File: src/rtl/pll_seq_pkg.sv
// Shared state encoding, setting record and charge-pump / loop-filter table for the PLL lock sequencer.
package pll_seq_pkg;

    typedef enum logic [2:0] {
        RESET     = 3'd0,
        WAIT_LOCK = 3'd1,
        STABLE    = 3'd2,
        LOCKED    = 3'd3,
        ERROR     = 3'd4
    } state_e;

    typedef struct packed {
        logic [5:0] icpsel;
        logic [2:0] lpfres;
    } setting_t;

    localparam int NumSettings = 4;
    localparam int IdxW        = $clog2(NumSettings);

    // Tried in order; each lock timeout steps to the next entry.
    localparam setting_t SETTINGS [NumSettings] = '{
        '{icpsel: 6'd8,  lpfres: 3'd2},
        '{icpsel: 6'd16, lpfres: 3'd3},
        '{icpsel: 6'd24, lpfres: 3'd4},
        '{icpsel: 6'd32, lpfres: 3'd5}
    };

    function automatic int max3(input int a, input int b, input int c);
        int m;
        m = (a > b) ? a : b;
        return (m > c) ? m : c;
    endfunction

    function automatic setting_t setting_at(input logic [IdxW-1:0] idx);
        return SETTINGS[idx];
    endfunction

endpackage

File: src/rtl/pll_seq_sync.sv
// Multi-flop synchroniser for the raw PLL lock; clears to 0 on asynchronous reset.
module pll_seq_sync #(
    parameter int Stages = 2
) (
    input  logic clk_i,
    input  logic rst_ni,
    input  logic d_i,
    output logic q_o
);

    logic [Stages-1:0] sync_q;

    always_ff @(posedge clk_i or negedge rst_ni) begin
        if (!rst_ni) begin
            sync_q <= '0;
        end else begin
            sync_q <= {sync_q[Stages-2:0], d_i};
        end
    end

    assign q_o = sync_q[Stages-1];

endmodule

File: src/rtl/pll_lock_sequencer.sv
// PLL bring-up sequencer: reset, lock qualification, setting retry and error give-up.
// Build option PLL_SEQ_RELOCK_EN: a lock loss while LOCKED re-runs the PLL reset instead of re-qualifying.
module pll_lock_sequencer
    import pll_seq_pkg::*;
#(
    parameter int RstCycles    = 1000,
    parameter int LockTimeout  = 50000,
    parameter int StableCycles = 256,
    parameter int MaxRetries   = 8
) (
    input  logic       clk_i,
    input  logic       rst_ni,
    input  logic       restart_i,
    input  logic       pll_lock_i,
    output logic       pll_rst_o,
    output logic [5:0] icpsel_o,
    output logic [2:0] lpfres_o,
    output logic       lock_o,
    output logic       error_o,
    output logic [3:0] attempt_o
);

    localparam int              CntW     = $clog2(max3(RstCycles, LockTimeout, StableCycles) + 1);
    localparam logic [CntW-1:0] CntOne   = CntW'(1);
    localparam logic [CntW-1:0] RstLast  = CntW'(RstCycles - 1);
    localparam logic [CntW-1:0] ToLast   = CntW'(LockTimeout - 1);
    localparam logic [CntW-1:0] StabLast = CntW'(StableCycles - 1);
    localparam logic [3:0]      MaxAtt   = 4'(MaxRetries);
    localparam logic [IdxW-1:0] IdxLast  = IdxW'(NumSettings - 1);
    localparam logic [IdxW-1:0] IdxOne   = IdxW'(1);
    localparam setting_t        Set0     = SETTINGS[0];

    state_e          state_q, state_d;
    logic [CntW-1:0] cnt_q, cnt_d;
    logic [CntW-1:0] stab_q, stab_d;
    logic [IdxW-1:0] idx_q, idx_d;
    logic [3:0]      attempt_q, attempt_d;
    logic            pll_rst_q, pll_rst_d;
    logic            lock_q, lock_d;
    logic            error_q, error_d;
    logic [5:0]      icpsel_q, icpsel_d;
    logic [2:0]      lpfres_q, lpfres_d;
    logic            no_to_q, no_to_d;

    logic            lock_s;
    logic            qualify;
    logic            timeout_hit;
    logic [IdxW-1:0] idx_next;
    setting_t        next_set;

    function automatic logic [CntW-1:0] sat_inc(input logic [CntW-1:0] v);
        return (v == '1) ? v : v + CntOne;
    endfunction

    pll_seq_sync #(.Stages(2)) u_lock_sync (
        .clk_i  (clk_i),
        .rst_ni (rst_ni),
        .d_i    (pll_lock_i),
        .q_o    (lock_s)
    );

    always_comb begin
        state_d     = state_q;
        cnt_d       = cnt_q;
        stab_d      = stab_q;
        idx_d       = idx_q;
        attempt_d   = attempt_q;
        pll_rst_d   = pll_rst_q;
        lock_d      = lock_q;
        error_d     = error_q;
        icpsel_d    = icpsel_q;
        lpfres_d    = lpfres_q;
        no_to_d     = no_to_q;
        qualify     = 1'b0;
        timeout_hit = 1'b0;
        idx_next    = (idx_q == IdxLast) ? '0 : idx_q + IdxOne;
        next_set    = setting_at(idx_next);

        case (state_q)
            RESET: begin
                pll_rst_d = 1'b1;
                if (cnt_q == RstLast) begin
                    state_d   = WAIT_LOCK;
                    cnt_d     = '0;
                    pll_rst_d = 1'b0;
                end else begin
                    cnt_d = sat_inc(cnt_q);
                end
            end
            WAIT_LOCK: begin
                if (!no_to_q) begin
                    cnt_d       = sat_inc(cnt_q);
                    timeout_hit = (cnt_q == ToLast);
                end
                if (lock_s) begin
                    state_d = STABLE;
                    stab_d  = '0;
                end
            end
            STABLE: begin
                // The timeout budget spans both WAIT_LOCK and STABLE, so it keeps running here.
                if (!no_to_q) begin
                    cnt_d       = sat_inc(cnt_q);
                    timeout_hit = (cnt_q == ToLast);
                end
                if (!lock_s) begin
                    state_d = WAIT_LOCK;
                end else if (stab_q == StabLast) begin
                    qualify = 1'b1;
                    state_d = LOCKED;
                    lock_d  = 1'b1;
                end else begin
                    stab_d = sat_inc(stab_q);
                end
            end
            LOCKED: begin
                if (!lock_s) begin
                    lock_d = 1'b0;
`ifdef PLL_SEQ_RELOCK_EN
                    state_d   = RESET;
                    cnt_d     = '0;
                    pll_rst_d = 1'b1;
                    attempt_d = '0;
`else
                    state_d = STABLE;
                    stab_d  = '0;
                    no_to_d = 1'b1;
`endif
                end
            end
            ERROR: begin
                pll_rst_d = 1'b1;
                error_d   = 1'b1;
                lock_d    = 1'b0;
            end
            default: begin
                state_d = RESET;
            end
        endcase

        // A successful qualification in the same cycle beats the timeout.
        if (timeout_hit && !qualify) begin
            attempt_d = attempt_q + 4'd1;
            idx_d     = idx_next;
            cnt_d     = '0;
            stab_d    = '0;
            lock_d    = 1'b0;
            pll_rst_d = 1'b1;
            no_to_d   = 1'b0;
            if (attempt_d == MaxAtt) begin
                state_d = ERROR;
                error_d = 1'b1;
            end else begin
                state_d  = RESET;
                icpsel_d = next_set.icpsel;
                lpfres_d = next_set.lpfres;
            end
        end

        if (restart_i) begin
            state_d   = RESET;
            cnt_d     = '0;
            stab_d    = '0;
            idx_d     = '0;
            attempt_d = '0;
            error_d   = 1'b0;
            lock_d    = 1'b0;
            pll_rst_d = 1'b1;
            no_to_d   = 1'b0;
            icpsel_d  = Set0.icpsel;
            lpfres_d  = Set0.lpfres;
        end
    end

    always_ff @(posedge clk_i or negedge rst_ni) begin
        if (!rst_ni) begin
            state_q   <= RESET;
            cnt_q     <= '0;
            stab_q    <= '0;
            idx_q     <= '0;
            attempt_q <= '0;
            pll_rst_q <= 1'b1;
            lock_q    <= 1'b0;
            error_q   <= 1'b0;
            icpsel_q  <= Set0.icpsel;
            lpfres_q  <= Set0.lpfres;
            no_to_q   <= 1'b0;
        end else begin
            state_q   <= state_d;
            cnt_q     <= cnt_d;
            stab_q    <= stab_d;
            idx_q     <= idx_d;
            attempt_q <= attempt_d;
            pll_rst_q <= pll_rst_d;
            lock_q    <= lock_d;
            error_q   <= error_d;
            icpsel_q  <= icpsel_d;
            lpfres_q  <= lpfres_d;
            no_to_q   <= no_to_d;
        end
    end

    assign pll_rst_o = pll_rst_q;
    assign icpsel_o  = icpsel_q;
    assign lpfres_o  = lpfres_q;
    assign lock_o    = lock_q;
    assign error_o   = error_q;
    assign attempt_o = attempt_q;

endmodule

File: config.mk
export PLATFORM = sky130hd
export DESIGN_NAME = pll_lock_sequencer
export DESIGN_NICKNAME = d
export VERILOG_FILES = /design/src/rtl/pll_seq_pkg.sv /design/src/rtl/pll_seq_sync.sv /design/src/rtl/pll_lock_sequencer.sv
export SDC_FILE = /design/constraint.sdc
export NUM_CORES = 1
export LEC_CHECK = 0
export CORE_AREA = 2 2 84 86
export CTS_BUF_LIST = sky130_fd_sc_hd__clkbuf_2 sky130_fd_sc_hd__clkbuf_4 sky130_fd_sc_hd__clkbuf_8
export CTS_CLUSTER_SIZE = 28
export DETAILED_ROUTE_END_ITERATION = 16
export DIE_AREA = 0 0 86 88
export PLACE_DENSITY = 0.65
export SLEW_MARGIN = 5
export SYNTH_ARGS = -nofsm -noshare
export SYNTH_HDL_FRONTEND = slang
export SYNTH_SLANG_ARGS = --single-unit
File: constraint.sdc
create_clock -name clk_i -period 1.9 [get_ports clk_i]
set_clock_uncertainty 0.05 [all_clocks]
set_input_delay 0.285 -clock clk_i [delete_from_list [all_inputs] [get_ports clk_i]]
set_output_delay 0.285 -clock clk_i [all_outputs]
set_load 0.02 [all_outputs]
# == After elaboration in Yosys (flattened, before gate mapping) ==
# Cells that the tools add are included.
# classes
add_sub_neg,4
n_mul,0
div,0
magnitude_cmp,1
n_eq_ne,23
n_shift,0
muxes,60
bitwise,1
reduce_logical,16
# ops
operator,count
two-way mux 16 bit,12
equality test 16 bit (second input constant),3
one-hot mux 16 bit (3 select lines),1
two-way mux 3 bit,11
adder 16 x 1 -> 16 bit (second input constant),2
one-hot mux 16 bit (2 select lines),1
two-way mux 1 bit,21
!= test 4 bit (second input constant),5
binary-select mux 9 bit (select 2 bit),1
two-way mux 6 bit,3
two-way mux 9 bit,2
equality test 16 x 10 -> 1 bit (second input constant),1
equality test 16 x 8 -> 1 bit (second input constant),1
one-hot mux 3 bit (5 select lines),1
!= test 4 x 3 -> 1 bit (second input constant),3
nonzero test 5 bit,2
two-way mux 4 bit,2
nonzero test 4 bit,2
equality test 3 x 2 -> 1 bit (second input constant),2
two-way mux 2 bit,3
!= test 3 bit (second input constant),2
AND reduction 2 bit,3
AND reduction 6 bit,1
!= test 5 bit (second input constant),1
19 further kinds,19
# totals
reg_bits,56
latch_bits,0
ramBits,0
rom_bits,0
input_bits,4
elab_cells,117
mem_count,0

# == Logic depth before layout (Yosys ltp) ==
# Gate-level depths: netlist (run 1).
# logic_depth
word_depth,9
mapped_depth,8
ltp_nobuf,7

# == Hierarchy ==
# From an unflattened synthesis (run 1), not the netlist that was laid out.
# hier_totals
cells_unflattened,362
area_unflattened_um2,3234.4
# by_module_without_submodules
module,n_inst,cells_each,area_each_um2,seq_area_each_um2
pll_lock_sequencer,1,360,3184.3,1280.0
pll_seq_sync,1,2,50.0,50.0

# == Worst setup path after synthesis (run 1) ==
# OpenSTA, ideal clock, no wires.
# synth_timing
path_type,reg2reg
start,register stab_q[0]
end,register stab_q[11]
arrival_time_ps,1948
path_slack_ps,-226
stages_incl_launch_ff,9
synth_period_minus_slack_ps,2126
cell_sequence,dfrtp_1 ha_1 nand3_1 nor2_1 a311o_1 buf_2 or3_4 o211ai_2 o31ai_1
# synth_between
elab_chain_len,8
# synth_rtl
element,line,source
from (decl),pll_lock_sequencer.sv:35,"logic [CntW-1:0] stab_q, stab_d;"
from (signal assigned),pll_lock_sequencer.sv:191,stab_q <= stab_d;
"parallel branches: the longest is 8 deep, another holds adder 16 x 1 -> 16 bit",n/a,
# Parallel ways; which one is timed is not known. The select of a mux whose other input is x is not followed.
# A chain may end at the register's enable or synchronous reset.

# == Final worst setup path (run 1) ==
# layout_timing
start,register stab_q[12]
end,register cnt_q[15]
# layout_between
elab_chain_len,8
# layout_rtl
element,line,source
equality test 16 x 8 -> 1 bit *,pll_lock_sequencer.sv:108,end else if (stab_q == StabLast) begin
two-way mux 1 bit *,pll_lock_sequencer.sv:108,
two-way mux 1 bit *,pll_lock_sequencer.sv:106,if (!lock_s) begin
two-way mux 1 bit *,pll_lock_sequencer.sv:79,case (state_q)
logical NOT 1 bit *,pll_lock_sequencer.sv:142,if (timeout_hit && !qualify) begin
logical AND 1 bit *,pll_lock_sequencer.sv:142,
"!= test 4 x 3 -> 1 bit (no line), or another cell as far along",n/a,
AND reduction 2 bit (no line) or two-way mux 16 bit (tied branches),n/a,
to (signal assigned),pll_lock_sequencer.sv:190,cnt_q <= cnt_d;
to (decl),pll_lock_sequencer.sv:34,"logic [CntW-1:0] cnt_q, cnt_d;"
# Mark *: on every way between the ends. The rest lies on a longest branch, timed or not.

==> impl_metrics.tcl, run 1 <==
set metrics [dict create \
    run_status "complete, but fails checks" \
    violations_in_the_final_reports "negative setup slack" \
    final_layout_size_suffix_gt1_share_pct 33.9 \
    setup_ws_ns -0.242 \
    yosys_register_bits 53 \
    crit_path_top_delay_cell "or4_4" \
    setup_total_negative_slack_ns -6.28 \
    final_hold_vio_count 0 \
    final_min_period_over_clock_period_pct 113 \
    grt-ovfl-total 0 \
    clock.fmax_ghz 0.467 \
    critical_path.max_stage_delay_ns 0.55 \
    leakage_power_summed_over_all_cells_nw 1.89 \
    cts.reportedPaths.clkPinSlew_ns 0.10 \
    worstHoldPathType "flip-flop to flip-flop" \
    antennaDiodeCount 0 \
    initial_antenna_violation_count 0 \
    cts_sinks 53 \
    critical_path.cell_chain "or4_4 > nor4_4 > a211oi_2 > buf_6 > or2_4 > a31oi_1 > o22a_1" \
    grt_setup_unrepaired "yes" \
    die_w_um 86 \
    power-per-cell-area_mw_per_mm2 493 \
    synth.top_cells.by_area "dfrtp_1 41%, nor2_1 5.9%, nand2_1 3.1%" \
    flow.area_growth_from_synthesis_pct 39.2 \
    finalWirelength_um 7770 \
    syn-instance-count 330 \
    cp.arrival_ns 2.34 \
    cp_data_required_time_ns 2.10 \
    gpl.final_weighted_congestion 0.895 \
    drtIter0Drc 156 \
    post_synth_instance_area_mm2 0.00303 \
    max_cap_viols 0 \
    die-height_um 88 \
    yosys_warnings 0 \
    report.final.slew_viol_count 0 \
    via_cell_ratio 5.55 \
    maximum_number_of_pins_on_one_net_before_global_route_repair 38 \
    timing.critical_path.buf_inv 1 \
    critical_path.startpoint_type "flip-flop" \
    synth_sequential_area_ratio_pct 43.8 \
    endpoint_kind "flip-flop" \
    grt_pass1_vias 2893 \
    cts_h_tree_lvls 2 \
    setup_viol_count_final 51 \
    post-route-min-period_ns 2.14 \
    vias 2848 \
    groute.usage.overall_pct 22.0 \
    fin_nets 442 \
    synth_top_flop_cell "dfrtp_1" \
    worst_ir_drop_vdd_mv 0.359 \
    antenna_violating_nets_post_route 0 \
    postSynth.asyncResetShare_pct 100 \
    grt_pass1_wl_um 13300 \
    drtPass1Iterations 4 \
    floorplan.rows 30 \
    critPathKind "flip-flop to flip-flop" \
    numCtsBuffers 5 \
    core_region_area_mm2 0.00664 \
    synthesis.area_per_instance_um2 9.19 \
    synthDominantAreaCellType "dfrtp_1" \
    pin_count 20 \
    postLayoutCoreUtil_pct 63.6 \
    path_delay_family "simple AND/OR/NAND/NOR gates" \
    synth_edf_count 0 \
    yosys.cell_types.count 59 \
    die-area_mm2 0.00757 \
    initial_utilization_pct 45.7 \
    routedWlPerCell_um 15.1 \
    cts_tree "yes" \
    route.detailed.drc 0 \
    clockRootBuffer "clkbuf_8" \
    crit_path_max_fanout 9 \
    placement.io_buffers 16 \
    yosysTopAreaCellShare_pct 41.2 \
    worst_skew_late_latency_ns 0.31 \
    hpwlAfterDp_um 5540 \
    clockBufferDepth 2 \
]
## layer usage
metal / global-route usage (%) / vias to the layer above / share of wire [%]
met5: 0 / - / 0
li1: - / 1414 / -
met1: 30.1 / 1370 / 47
met4: 6.93 / 0 / 1.3
met2: 36.3 / 55 / 49
met3: 3.20 / 9 / 3.6
## metrics by stage
step / power, mW / hold WS (ns) / instance area (um2) / setup slack, ns / cells
6_report: 2.08 / 0.308 / 4220 / -0.242 / 513
4_1_cts: 2.09 / 0.313 / 4090 / -0.243 / 509
5_1_grt: 2.18 / 0.318 / 4220 / -0.330 / 513
3_3_place_gp: 1.41 / 0.196 / 3870 / -0.280 / 497
2_1_floorplan: 1.31 / -0.0606 / 3080 / -0.167 / 332
3_5_place_dp: 1.42 / 0.205 / 3870 / -0.283 / 497
## timing repair
action | CTS | global route
endpoints found under the hold margin | 14 | 0
hold buffers | 1 | 0
pin swaps | 12 | 10
resized for setup | 24 | 25
gates cloned | 0 | 2
buffers inserted | 3 | 2
endpoints found under the setup margin | 51 | 51
## cell type report
| class | instances | area (um2) |
|---|---|---|
| inverter | 9 | 33.8 |
| fill | 545 | 2420 |
| sequential | 53 | 1330 |
| multi-input combinational | 257 | 1790 |
| clock inverter | 2 | 15.0 |
| tap | 80 | 100 |
| clock buffer | 6 | 76.3 |
| timing repair buffer | 106 | 880 |
## synthesized netlist by cell type, types with 2 or more instances
master,n
o22a_1,3
nand4_1,11
buf_4,5
a21oi_1,18
inv_1,9
dfrtp_1,50
o21a_1,6
o31ai_1,12
a31oi_1,3
and4_1,3
nor2b_1,3
a211oi_1,2
nor3_1,5
or3_1,2
buf_2,3
and3_1,4
nor2_1,48
o211ai_2,3
xnor2_1,6
nand2b_1,4
or2_2,2
o211ai_1,9
o21ai_1,2
nor4_1,3
o22ai_1,2
and2_1,4
a21o_1,2
mux2i_1,5
nand2_1,25
clkbuf_1,4
nand3_1,18
or4_1,5
dfstp_2,3
o21ai_0,8
ha_1,6
nor3b_1,2
xor2_1,8
## layout by cell type (no fill, tap or decap), types with 6 or more instances in the layout
cell type	netlist	final
a21oi_1	18	13
buf_4	5	80
buf_6	1	7
clkdlybuf4s50_1	0	15
dfrtp_1	50	49
inv_1	9	9
nand2_1	25	22
nand3_1	18	16
nand4_1	11	11
nor2_1	48	43
o211ai_1	9	9
o21a_1	6	6
o31ai_1	12	12
xor2_1	8	7
## logic make-up (layout without fill, tap and decap cells)
family	count (synthesis)	in the layout	share of synthesized area [%]
AND/OR/NAND/NOR	149	150	25.7
adder cells (fa/ha/maj)	7	7	2.80
flip-flops	53	53	43.8
other	1	3	0.124
AO/OA/AOI/OAI	78	78	17.9
multiplexers	5	5	1.65
buffers and inverters	23	123	3.88
XOR/XNOR	14	14	4.04
## worst reg2reg max path: cells and delay by family, from the launching register on
| kind | cells | cell delay (ns) |
|---|---|---|
| AO/OA/AOI/OAI | 3 | 0.41 |
| buffers and inverters | 1 | 0.16 |
| flip-flops | 1 | 0.39 |
| AND/OR/NAND/NOR | 3 | 1.07 |
## where the power goes
group / switching [mW] / total, mW / internal (mW)
Combinational: 0.146 / 0.273 / 0.127
Clock: 0.376 / 0.651 / 0.275
Sequential: 0.0152 / 1.16 / 1.14
Total: 0.538 / 2.08 / 1.55
## path summary, 6_finish.rpt
kind | start | end | slack [ns] | depth (start not counted)
worst max-delay path | stab_q[12] | cnt_q[15] | -0.24 | 7
worst min-delay path | u_lock_sync.sync_q[0] | u_lock_sync.sync_q[1] | 0.31 | 0
worst max register to register | stab_q[12] | cnt_q[15] | -0.24 | 7
worst min register to register | u_lock_sync.sync_q[0] | u_lock_sync.sync_q[1] | 0.31 | 0
max in group asynchronous | rst_ni | pll_rst_o | 0.79 | 3
min in group asynchronous | rst_ni | cnt_q[10] | 0.39 | 2
## registers in the layout, summed over array words and instances (netlist names)
| name | flops |
|---|---|
| state_q | 3 |
| stab_q | 16 |
| no_to_q | 1 |
| lpfres_o | 3 |
| attempt_o | 4 |
| idx_q | 2 |
| u_lock_sync.sync_q | 2 |
| lock_o | 1 |
| error_o | 1 |
| icpsel_o | 3 |
| pll_rst_o | 1 |
| cnt_q | 16 |
Note: power is estimated with default switching activity, not from simulation.
==> inputs of run 2 (changes only) <==
--- a/config.mk
+++ b/config.mk
@@ -7,6 +7,7 @@
 export LEC_CHECK = 0
 export CORE_AREA = 2 2 84 86
 export CTS_BUF_LIST = sky130_fd_sc_hd__clkbuf_2 sky130_fd_sc_hd__clkbuf_4 sky130_fd_sc_hd__clkbuf_8
+export CTS_CLUSTER_DIAMETER = 80
 export CTS_CLUSTER_SIZE = 28
 export DETAILED_ROUTE_END_ITERATION = 16
 export DIE_AREA = 0 0 86 88
==> results of run 2 <==
Same layout as run 1: the final DEF is identical, and so are final timing and power.
